File: src/rtl/fuzz_chk_pkg.sv
// Shared constants and types for the fuzz response checker: MISR polynomial
// and seed, run-state encoding, and the fold-slice count for a 350-bit word.
package fuzz_chk_pkg;

  localparam logic [31:0] MISR_POLY = 32'h04C11DB7;
  localparam logic [31:0] MISR_SEED = 32'hFFFFFFFF;

  typedef enum logic [1:0] {
    IDLE = 2'd0,
    RUN  = 2'd1,
    DONE = 2'd2
  } state_t;

  // Number of MISR-wide slices needed to cover a word (top slice zero-padded).
  function automatic int fold_slices(input int y_w, input int misr_w);
    return (y_w + misr_w - 1) / misr_w;
  endfunction

  localparam int FOLD_SLICES = fold_slices(350, 32);

endpackage

File: src/rtl/fuzz_response_checker_misr.sv
// One combinational MISR step: XOR-fold the input word into a signature-wide
// value, shift the signature through the polynomial, and mix the fold in.
module resp_misr
  import fuzz_chk_pkg::*;
#(
  parameter int Y_W    = 350,
  parameter int MISR_W = 32
) (
  input  logic [MISR_W-1:0] sig,
  input  logic [Y_W-1:0]    y,
  output logic [MISR_W-1:0] next_sig
);

  localparam int SLICES = fold_slices(Y_W, MISR_W);
  localparam logic [MISR_W-1:0] POLY = MISR_W'(MISR_POLY);

  logic [SLICES*MISR_W-1:0] y_pad;
  logic [MISR_W-1:0]        fold;
  logic [MISR_W-1:0]        shifted;

  // Zero-extend so the top partial slice folds in with zeros above bit Y_W-1.
  assign y_pad = (SLICES*MISR_W)'(y);

  // XOR-fold all slices, then apply the Galois shift and mix the fold in.
  always_comb begin
    fold = '0;
    for (int i = 0; i < SLICES; i++) begin
      fold = fold ^ y_pad[i*MISR_W +: MISR_W];
    end
    shifted  = {sig[MISR_W-2:0], 1'b0} ^ (sig[MISR_W-1] ? POLY : '0);
    next_sig = shifted ^ fold;
  end

endmodule

File: config.mk
export PLATFORM = sky130hd
export DESIGN_NAME = resp_misr
export DESIGN_NICKNAME = d
export VERILOG_FILES = /design/src/rtl/fuzz_chk_pkg.sv /design/src/rtl/fuzz_response_checker_misr.sv
export SDC_FILE = /design/constraint.sdc
export NUM_CORES = 1
export LEC_CHECK = 0
export ABC_AREA = 1
export BUFFER_PORTS_ARGS = -buffer_cell sky130_fd_sc_hd__buf_2
export CAP_MARGIN = 20
export CORE_AREA = 3 3 158 160
export DETAILED_ROUTE_END_ITERATION = 10
export DIE_AREA = 0 0 161 163
export GPL_TIMING_DRIVEN = 0
export PLACE_DENSITY = 0.49
export SLEW_MARGIN = 10
export SYNTH_ARGS = -nofsm -noshare
export SYNTH_HDL_FRONTEND = slang
export SYNTH_SLANG_ARGS = --single-unit
File: constraint.sdc
create_clock -name vclk -period 1.1
set_input_delay 0.165 -clock vclk [all_inputs]
set_output_delay 0.165 -clock vclk [all_outputs]
set_load 0.03 [all_outputs]
; Word-level counts from Yosys, hierarchy flattened
; Index checks and enable logic that the tools add are counted.
; Widths: inputs -> output; s select.
[classes]
bitwise_logic = 12
n_mux = 1
[op_table]
columns = cell, n
row1 = $xor 32x32->32, 10
row2 = $xor 32x27->32, 1
row3 = $xor 32x30->32, 1
row4 = $mux 27, 1
[word_totals]
reg_bits = 0
out_inout_bits = 32
wordCells = 13

; Logic depth before layout (Yosys ltp)
; Gate-level depths: netlist of the first run.
[logic_depth]
ltp_word = 11
mapped_depth = 12
ltp_nobuf = 12

; Worst setup path after synthesis of the first run
; Ideal clock, no wire load.
[synth_timing]
path_type = in2out
from = input sig[31]
to = output next_sig[10]
arrival_ps = 1127
path_buffers = 1
path_slack_ps = -192
stages = 11
path_cell_list = buf_6 > or2_1 > nand2_1 > nand2_1 > nand2_1 > nand2_1 > nand2_1 > nand2_1 > nand2_1 > nand2_1 > nand2_1
[synth_via]
elab_chain_cells = 3
[synth_lines]
columns = element, line_no
row1 = start: declaration, fuzz_response_checker_misr.sv:9  ; input logic [MISR_W-1:0] sig,
row2 = $mux 27, fuzz_response_checker_misr.sv:30  ; shifted = {sig[MISR_W-2:0], 1'b0} ^ (sig[MISR_W-1] ? POLY : '0);
row3 = $xor 32x27->32, fuzz_response_checker_misr.sv:30
row4 = $xor 32x32->32, fuzz_response_checker_misr.sv:31  ; next_sig = shifted ^ fold;
row5 = end: declaration, fuzz_response_checker_misr.sv:11  ; output logic [MISR_W-1:0] next_sig
; Every way passes these cells.

; Final worst setup path of the first run
[layout_timing]
from = input sig[31]
to = output next_sig[16]
; The elaborated chain is that of the path after synthesis.

==> impl_metrics.env, run 1 <==
export IMPL_worst_slew_pin_slew_ps=314
export IMPL_nFillCells=2538
export IMPL_crit_start="sig[31]"
export IMPL_routedWlPerCell_microns=10.6
export IMPL_io_pins=414
export IMPL_firstDrtPassIters=4
export IMPL_insertedDiodeCount=0
export IMPL_drt_iter0_markers=155
export IMPL_synth_most_common_cell="nand2_1"
export IMPL_swShare_pct=53.7
export IMPL_fin_crit_ps=1500
export IMPL_drt_vias_per_instance=3.91
export IMPL_p_int_mw=2.87
export IMPL_core_region_area_sq_um=23500
export IMPL_synth_area_sq_um=4850
export IMPL_ys_warn_count=0
export IMPL_critPathLaunchType="input port"
export IMPL_drt_wl_total_microns=18300
export IMPL_dieArea_sq_um=26200
export IMPL_synth_compound_area_share_pct=0
export IMPL_synth_top_area_share_pct=35.3
export IMPL_drive_above_1_share_pct=44.3
export IMPL_hold_class="in2out"
export IMPL_syn_num_nets=1368
export IMPL_peakVddDrop_v=0.000412
export IMPL_postSynthAreaPerCell_sq_um=4.92
export IMPL_clock_power_share_pct=0
export IMPL_slowest_stage="or2_4"
export IMPL_final_max_slew_violation_count=0
export IMPL_finalSetupViolCount=32
export IMPL_num_clock_buffers=0
export IMPL_grt_pass1_vias=6265
export IMPL_synth_top_family_by_area="simple AND/OR/NAND/NOR gates"
export IMPL_yosysSeqAreaShare_pct=0
export IMPL_grt_max_degree=11
export IMPL_num_rows=56
export IMPL_syn_to_final_growth_pct=89.4
export IMPL_die_h_microns=163
export IMPL_hold_violations=0
export IMPL_arrival_ps=1340
export IMPL_worst_slack_ps=-402
export IMPL_syn_inst=986
export IMPL_final_util_pct=39.0
export IMPL_fin_crit_sh_pct=137
export IMPL_yosys_area_top_type="nand2_1"
export IMPL_port_buffers=414
export IMPL_overflow=0
export IMPL_chipWidth_microns=161
export IMPL_rsz0062_at_grt="yes"
export IMPL_synthAdderAreaFrac_pct=0
export IMPL_max_slew_margin_pct=78.9
export IMPL_critPathMaxFanout=7
export IMPL_ys_types=10
export IMPL_postRouteAntennaNets=0
export IMPL_final_nets=1789
export IMPL_cp_cell_sequence="buf_12 -> buf_12 -> or2_4 -> nand2_2 -> nand2_2 -> nand2_2 -> nand2_2 -> nand2_1 -> nand2_1 -> nand2_1 -> nand2_2 -> nand2_4 -> buf_6"
export IMPL_crit_top_cell="nand2_2"
export IMPL_required_ps=940
export IMPL_status="finished with violations"
export IMPL_violations="setup timing"
export IMPL_seqPwrFrac_pct=0
export IMPL_synthTopCellsByArea="nand2_1, xor2_1, inv_1"
export IMPL_criticalPathCategory="in2out"
export IMPL_dp_hpwl_microns=16300
export IMPL_regArea_sq_um=0
export IMPL_maxCapViolCount=0
export IMPL_p_total_mw=6.20
export IMPL_crit_path_max_incr_delay_ps=250
export IMPL_synth_common_cells="nand2_1, inv_1, xor2_1"
export IMPL_multi_input_area_sq_um=5110
export IMPL_synthMuxAreaShare_pct=0
export IMPL_synth_xor_area_share_pct=31.9
export IMPL_grt_pass1_wl_microns=27000
export IMPL_cellPowerDensity_nw_per_um2=674
export IMPL_grtUsageTotal_pct=12.3
export IMPL_min_delay_start="sig[6]"
export IMPL_vias=6738
export IMPL_seq_cells=0
export IMPL_start_util_pct=20.6
export IMPL_synth_simple_gate_area_share_pct=50.3
export IMPL_antenna_found_initial=1
export IMPL_p_leak_nw=5.72
export IMPL_max_freq_mhz=666
export IMPL_power_switching_mw=3.33
export IMPL_gp_congestion=0.811
export IMPL_route_detailed_drc=0
export IMPL_power_frac_comb_pct=100.0
export IMPL_end_kind="output pin"
critical path, delay by kind of cell:
family | cells | cell delay (ps)
AND/OR/NAND/NOR | 10 | 800
buffers and inverters | 3 | 370
per-layer routing:
layer	up-vias	routed length [microns]	GRT usage, %
met5	-	7	0
met4	2	171	0.978
met3	12	1200	1.91
met2	211	10500	26.6
met1	2868	6450	12.5
li1	3645	-	-
repair_timing:
| item | in CTS | in global routing |
|---|---|---|
| gates resized for setup | 162 | 183 |
| cloned | 1 | 0 |
| hold buffers | 0 | 0 |
| buffers inserted | 2 | 2 |
| pin swaps | 140 | 167 |
| setup endpoints to repair | 32 | 32 |
kinds of logic (layout without fill, tap and decap cells):
| logic type | after synthesis | count (layout) |
|---|---|---|
| AND/OR/NAND/NOR | 582 | 582 |
| buffers and inverters | 227 | 646 |
| XOR/XNOR | 177 | 177 |
area by class of cell:
cell class	instances	share of cell area [%]
plain buffers	2	0.286
inverters	225	9.22
well taps	319	4.34
repair buffers	419	30.6
multi-input cells	759	55.6
power by group through the flow:
stage                     registers (mW)  clock network [mW]  logic, mW
after floorplan                        0                   0       3.31
after global placement                 0                   0       4.88
after detailed placement               0                   0       4.95
after CTS                              0                   0       5.75
after global routing                   0                   0       6.83
final                                  0                   0       6.20
stage by stage:
stage	cell area (sq um)	hold WS, ps	instances	setup TNS, ps	setup slack [ps]
6_report	9190	844	1724	-6900	-402
3_5_place_dp	7480	870	1719	-10900	-590
4_1_cts	8230	845	1722	-7100	-411
2_1_floorplan	5010	659	986	-825	-105
3_3_place_gp	7480	864	1719	-10460	-583
5_1_grt	9190	884	1724	-9970	-499
cell usage in the layout (no fill, tap or decap), drive strengths merged:
master | Yosys | routed
nand2 | 456 | 456
or2 | 12 | 12
inv | 225 | 225
nand3b | 33 | 33
xnor2 | 71 | 71
nand3 | 81 | 81
xor2 | 106 | 106
buf | 2 | 421
final timing paths:
check | endpoint | slack [ps] | cells after the start
max | next_sig[16] | -400 | 13
min | next_sig[7] | 840 | 6
Power figures use the tool's default switching activity.
==> run 2, diff against run 1 <==
Settings changed: ABC_AREA 1 to default, CORE_AREA 3 3 158 160 to 4 4 161 163, DIE_AREA 0 0 161 163 to 0 0 165 167, PLACE_DENSITY 0.49 to 0.42, REMOVE_ABC_BUFFERS from default to 1.
==> run 2 against run 1 <==
Compared with the run above: the run still ends with setup timing left; sequential share of layout area did not move; utilization decreased by 6.3 points; fmax grew 8.1%.
==> impl_metrics.env, run 2 <==
export IMPL_status="finished with violations"
export IMPL_violations="setup timing"
export IMPL_postSynthAreaPerCell_sq_um=11.6
export IMPL_slowest_stage="xnor3_1"
export IMPL_synth_common_cells="xnor2_1, xnor3_1, xor2_1"
export IMPL_top_layer="met5"
export IMPL_fin_crit_sh_pct=126
export IMPL_io_pins=414
export IMPL_nFillCells=2516
export IMPL_seqPwrFrac_pct=0
export IMPL_fin_crit_ps=1390
export IMPL_maxCapViolCount=0
export IMPL_critPathLaunchType="input port"
export IMPL_final_common_cell="buf_2"
export IMPL_grtUsageTotal_pct=8.89
export IMPL_drive_above_1_share_pct=73.5
export IMPL_syn_to_final_growth_pct=123
export IMPL_cts_hold_buffers=0
export IMPL_placedCellCount=1043
export IMPL_dieArea_sq_um=27600
export IMPL_max_freq_mhz=720
export IMPL_wl_met3_microns=1760
export IMPL_crit_top_cell="buf_6"
export IMPL_worst_slew_pin_slew_ps=247
export IMPL_postRouteAntennaNets=0
export IMPL_max_slew_margin_pct=83.4
export IMPL_drt_wl_total_microns=14200
export IMPL_crit_start="y[122]"
export IMPL_multi_input_area_sq_um=4360
export IMPL_final_util_pct=32.8
export IMPL_synth_most_common_cell="xnor2_1"
export IMPL_routedWlPerCell_microns=13.5
export IMPL_firstDrtPassIters=4
export IMPL_start_util_pct=14.7
export IMPL_critPathMaxFanout=1
export IMPL_yosysSeqAreaShare_pct=0
export IMPL_finalSetupViolCount=32
export IMPL_synth_area_sq_um=3580
export IMPL_num_rows=57
export IMPL_most_common_layout_cells="buf_2, buf_6, xnor2_1"
export IMPL_regArea_sq_um=0
export IMPL_yosys_area_top_type="xnor2_1"
export IMPL_overflow=0
export IMPL_p_int_mw=4.44
export IMPL_num_clock_buffers=0
export IMPL_chipWidth_microns=165
export IMPL_synth_top_area_share_pct=54.4
export IMPL_worst_slack_ps=-289
export IMPL_crit_path_max_incr_delay_ps=450
export IMPL_vias=3677
export IMPL_hold_worst_slack_ps=808
export IMPL_final_cells=1052
export IMPL_cp_cell_sequence="buf_6 -> xor2_1 -> xnor3_1 -> xnor2_2 -> buf_6"
export IMPL_syn_inst=307
export IMPL_ys_warn_count=0
export IMPL_hold_violations=0
export IMPL_grt_pass1_wl_microns=19700
export IMPL_drt_iter0_markers=44
export IMPL_clock_power_share_pct=0
export IMPL_peakVddDrop_v=0.000699
export IMPL_core_region_area_sq_um=24300
export IMPL_dp_hpwl_microns=12600
export IMPL_end_kind="output pin"
export IMPL_wl_met2_microns=8350
export IMPL_drt_vias_per_instance=3.50
export IMPL_required_ps=940
export IMPL_cellPowerDensity_nw_per_um2=983
export IMPL_swShare_pct=43.4
export IMPL_synthTopCellsByArea="xnor2_1, xnor3_1, xnor2_2"
export IMPL_arrival_ps=1220
export IMPL_final_nets=1111
export IMPL_gp_congestion=0.710
export IMPL_seq_cells=0
export IMPL_grt_max_degree=8
export IMPL_power_switching_mw=3.40
export IMPL_antenna_found_initial=2
export IMPL_die_h_microns=167
export IMPL_hold_class="in2out"
export IMPL_endpoint="next_sig[26]"
export IMPL_route_detailed_drc=0
export IMPL_p_leak_nw=4.11
export IMPL_port_buffers=414
export IMPL_placed_cell_area_sq_um=6020
export IMPL_final_max_slew_violation_count=0
export IMPL_ys_types=6
export IMPL_power_frac_comb_pct=100.0
export IMPL_p_total_mw=7.84
export IMPL_rsz0062_at_grt="yes"
export IMPL_grt_pass1_vias=4056
export IMPL_met1_length_microns=3970
export IMPL_final_cell_area_sq_um=7970
export IMPL_criticalPathCategory="in2out"
==> run 2: cell count changes in the layout (fill, tap and decap cells not counted), moves of 66 or more <==
cell and change:
nand2_1 -369, xnor2_1 +85, nand2_2 -75, nand3_1 -67, xnor2_2 +77, inv_1 -214
buf_2 -66
==> run 2: worst min path at each step <==
stage / startpoint / to / slack [ps] / depth (start not counted)
after global placement: y[286] / next_sig[30] / 830 / 4
after CTS: y[255] / next_sig[31] / 910 / 4
after detailed placement: y[255] / next_sig[31] / 840 / 4
after floorplan: y[286] / next_sig[30] / 690 / 2
final: y[255] / next_sig[31] / 810 / 4
after global routing: y[255] / next_sig[31] / 840 / 4
==> run 2: cell families after synthesis <==
family / synth area share, %
xor gates and xnor gates: 99.1
buffers and inverters: 0.875
==> run 2: power by group through the flow <==
stage	combinational, mW	clock, mW	sequential, mW
global placement	6.22	0	0
finish	7.84	0.000000122	0
CTS	7.61	0	0
global route	8.27	0.000000122	0
floorplan	4.39	0	0
detailed placement	6.23	0	0
==> run 2: per-layer routing <==
metal,global-route usage [%],vias up
met5,0,-
met4,0.362,2
met3,2.47,6
met2,19.4,243
met1,8.21,1608
li1,-,1818
==> run 2: final cells by class <==
| class | instances | share of cell area (%) |
|---|---|---|
| multi-input cells | 305 | 54.7 |
| well taps | 324 | 5.09 |
| diodes | 1 | 0.0314 |
| repair buffers | 422 | 40.2 |
==> run 2: worst max-delay path: cells and delay by family <==
family / cells / cell delay, ps
buffers and inverters: 2 / 250
XOR/XNOR: 3 / 810
==> run 2: what timing repair did <==
item | 4_1_cts | 5_1_grt
gates resized for setup | 211 | 96
endpoints found under the setup margin | 32 | 32
pin swaps | 96 | 82
buffers inserted | 6 | 1
gates cloned | 1 | 0
==> run 2: metrics by stage <==
stage	setup slack (ps)	TNS (ps)
CTS	-337	-7690
global placement	-747	-13470
global route	-357	-8930
floorplan	-336	-5560
finish	-289	-7230
detailed placement	-777	-13930
==> run 3, diff against run 2 <==
Settings changed: ABC_AREA from default to 1, CORE_AREA 4 4 161 163 to 4 4 159 161, DIE_AREA 0 0 165 167 to 0 0 163 165, PLACE_DENSITY 0.42 to 0.49.
==> run 3 against run 2 <==
Compared with the run above: the run still ends with setup timing left; first-iteration DRC count grew to 3.8 times the previous value; total power shrank 25%; routed wire length grew 35%; non-clock buffer count shrank 6; utilization grew 4.6 points; critical path depth grew 7; largest power group unchanged.
==> impl_metrics.env, run 3 (synthesis gave the netlist of run 1 again) <==
export IMPL_io_pins=414
export IMPL_finalSetupViolCount=32
export IMPL_num_clock_buffers=0
export IMPL_grtUsageTotal_pct=12.4
export IMPL_start_util_pct=20.3
export IMPL_drive_above_1_share_pct=42.7
export IMPL_routedWlPerCell_microns=11.1
export IMPL_die_h_microns=165
export IMPL_status="finished with violations"
export IMPL_rsz0062_at_grt="yes"
export IMPL_violations="setup timing"
export IMPL_syn_to_final_growth_pct=84.4
export IMPL_drt_iter0_markers=167
export IMPL_dieArea_sq_um=26900
export IMPL_criticalPathCategory="in2out"
export IMPL_worst_slew_pin_slew_ps=318
export IMPL_core_region_area_sq_um=24000
export IMPL_vias=6683
export IMPL_p_leak_nw=5.64
export IMPL_fin_crit_ps=1420
export IMPL_max_slew_margin_pct=78.7
export IMPL_critPathLaunchType="input port"
export IMPL_crit_top_cell="nand2_2"
export IMPL_final_cells=1725
export IMPL_chipWidth_microns=163
export IMPL_cts_hold_buffers=0
export IMPL_final_nets=1784
export IMPL_final_common_cell="nand2_1"
export IMPL_overflow=0
export IMPL_maxCapViolCount=0
export IMPL_final_max_slew_violation_count=0
export IMPL_final_util_pct=37.3
export IMPL_firstDrtPassIters=4
export IMPL_crit_path_max_incr_delay_ps=260
export IMPL_route_detailed_drc=0
export IMPL_peakVddDrop_v=0.000352
export IMPL_worst_slack_ps=-315
export IMPL_slowest_stage="or2_4"
export IMPL_grt_pass1_wl_microns=27600
export IMPL_arrival_ps=1250
export IMPL_fin_crit_sh_pct=129
export IMPL_hold_worst_slack_ps=837
export IMPL_pre_cts_ws_ps=-674
export IMPL_gp_congestion=0.785
export IMPL_port_buffers=414
export IMPL_hold_violations=0
export IMPL_drt_wl_total_microns=19200
export IMPL_final_cell_area_sq_um=8950
export IMPL_num_rows=57
export IMPL_placed_cell_area_sq_um=7310
export IMPL_cp_cell_sequence="buf_16 -> or2_4 -> nand2_2 -> nand2_2 -> nand2_2 -> nand2_2 -> nand2_2 -> nand2_2 -> nand2_2 -> nand2_2 -> nand2_2 -> buf_6"
export IMPL_grt_max_degree=13
export IMPL_grt_pass1_vias=6022
export IMPL_drt_vias_per_instance=3.87
export IMPL_antenna_found_initial=3
export IMPL_regArea_sq_um=0
export IMPL_critPathMaxFanout=7
export IMPL_placedCellCount=1722
export IMPL_end_kind="output pin"
export IMPL_dp_hpwl_microns=16800
export IMPL_most_common_layout_cells="nand2_1, buf_2, inv_1"
export IMPL_hold_class="in2out"
export IMPL_required_ps=940
export IMPL_max_freq_mhz=707
export IMPL_cellPowerDensity_nw_per_um2=659
export IMPL_seq_cells=0
export IMPL_postRouteAntennaNets=0
==> run 3: cell types whose count changed in the layout (fill, tap and decap cells not counted), moves of 58 or more <==
cell	before	now
buf_2	244	310
buf_6	158	94
inv_1	0	213
nand2_1	0	379
nand2_2	0	77
nand3_1	0	71
xnor2_1	122	40
xnor2_2	106	31
xnor3_1	58	0
==> run 3: metal layers <==
metal / GRT usage (%) / part of all wire (%)
met2: 24.5 / 55
met1: 15.0 / 38
met4: 0.381 / 0.79
met5: 0 / 0.068
met3: 1.62 / 6.1
==> run 3: through the flow <==
step / TNS [ps] / power (mW)
floorplan: -1430 / 3.06
global placement: -11420 / 4.66
detailed placement: -12010 / 4.71
CTS: -6040 / 5.52
global route: -9040 / 6.52
finish: -5790 / 5.90
==> run 3: report_power, final <==
group          switching (mW)  internal (mW)
registers                   0              0
clock network               0    0.000000123
logic                    3.19           2.71
total                    3.19           2.71
==> run 3: path summary, 6_finish.rpt <==
| kind | startpoint | cells past startpoint | slack (ps) | end |
|---|---|---|---|---|
| min | sig[6] | 6 | 840 | next_sig[7] |
| max | sig[31] | 12 | -320 | next_sig[23] |
==> run 3: cell type report <==
type | count | area (sq um)
Inverter | 225 | 845
Multi-Input combinational cell | 759 | 4890
Tap cell | 324 | 405
Antenna cell | 1 | 2.50
Fill cell | 2615 | 15000
Timing Repair Buffer | 416 | 2810
==> run 3: repair_timing <==
| action | CTS | global route |
|---|---|---|
| setup buffers | 0 | 0 |
| endpoints found under the setup margin | 32 | 32 |
| gates resized for setup | 165 | 169 |
| pin swaps | 125 | 170 |
| gates cloned | 2 | 0 |
==> run 3: critical path, delay by kind of cell <==
kind	cells	cell delay, ps
buf+inv	2	260
simple gates	10	820
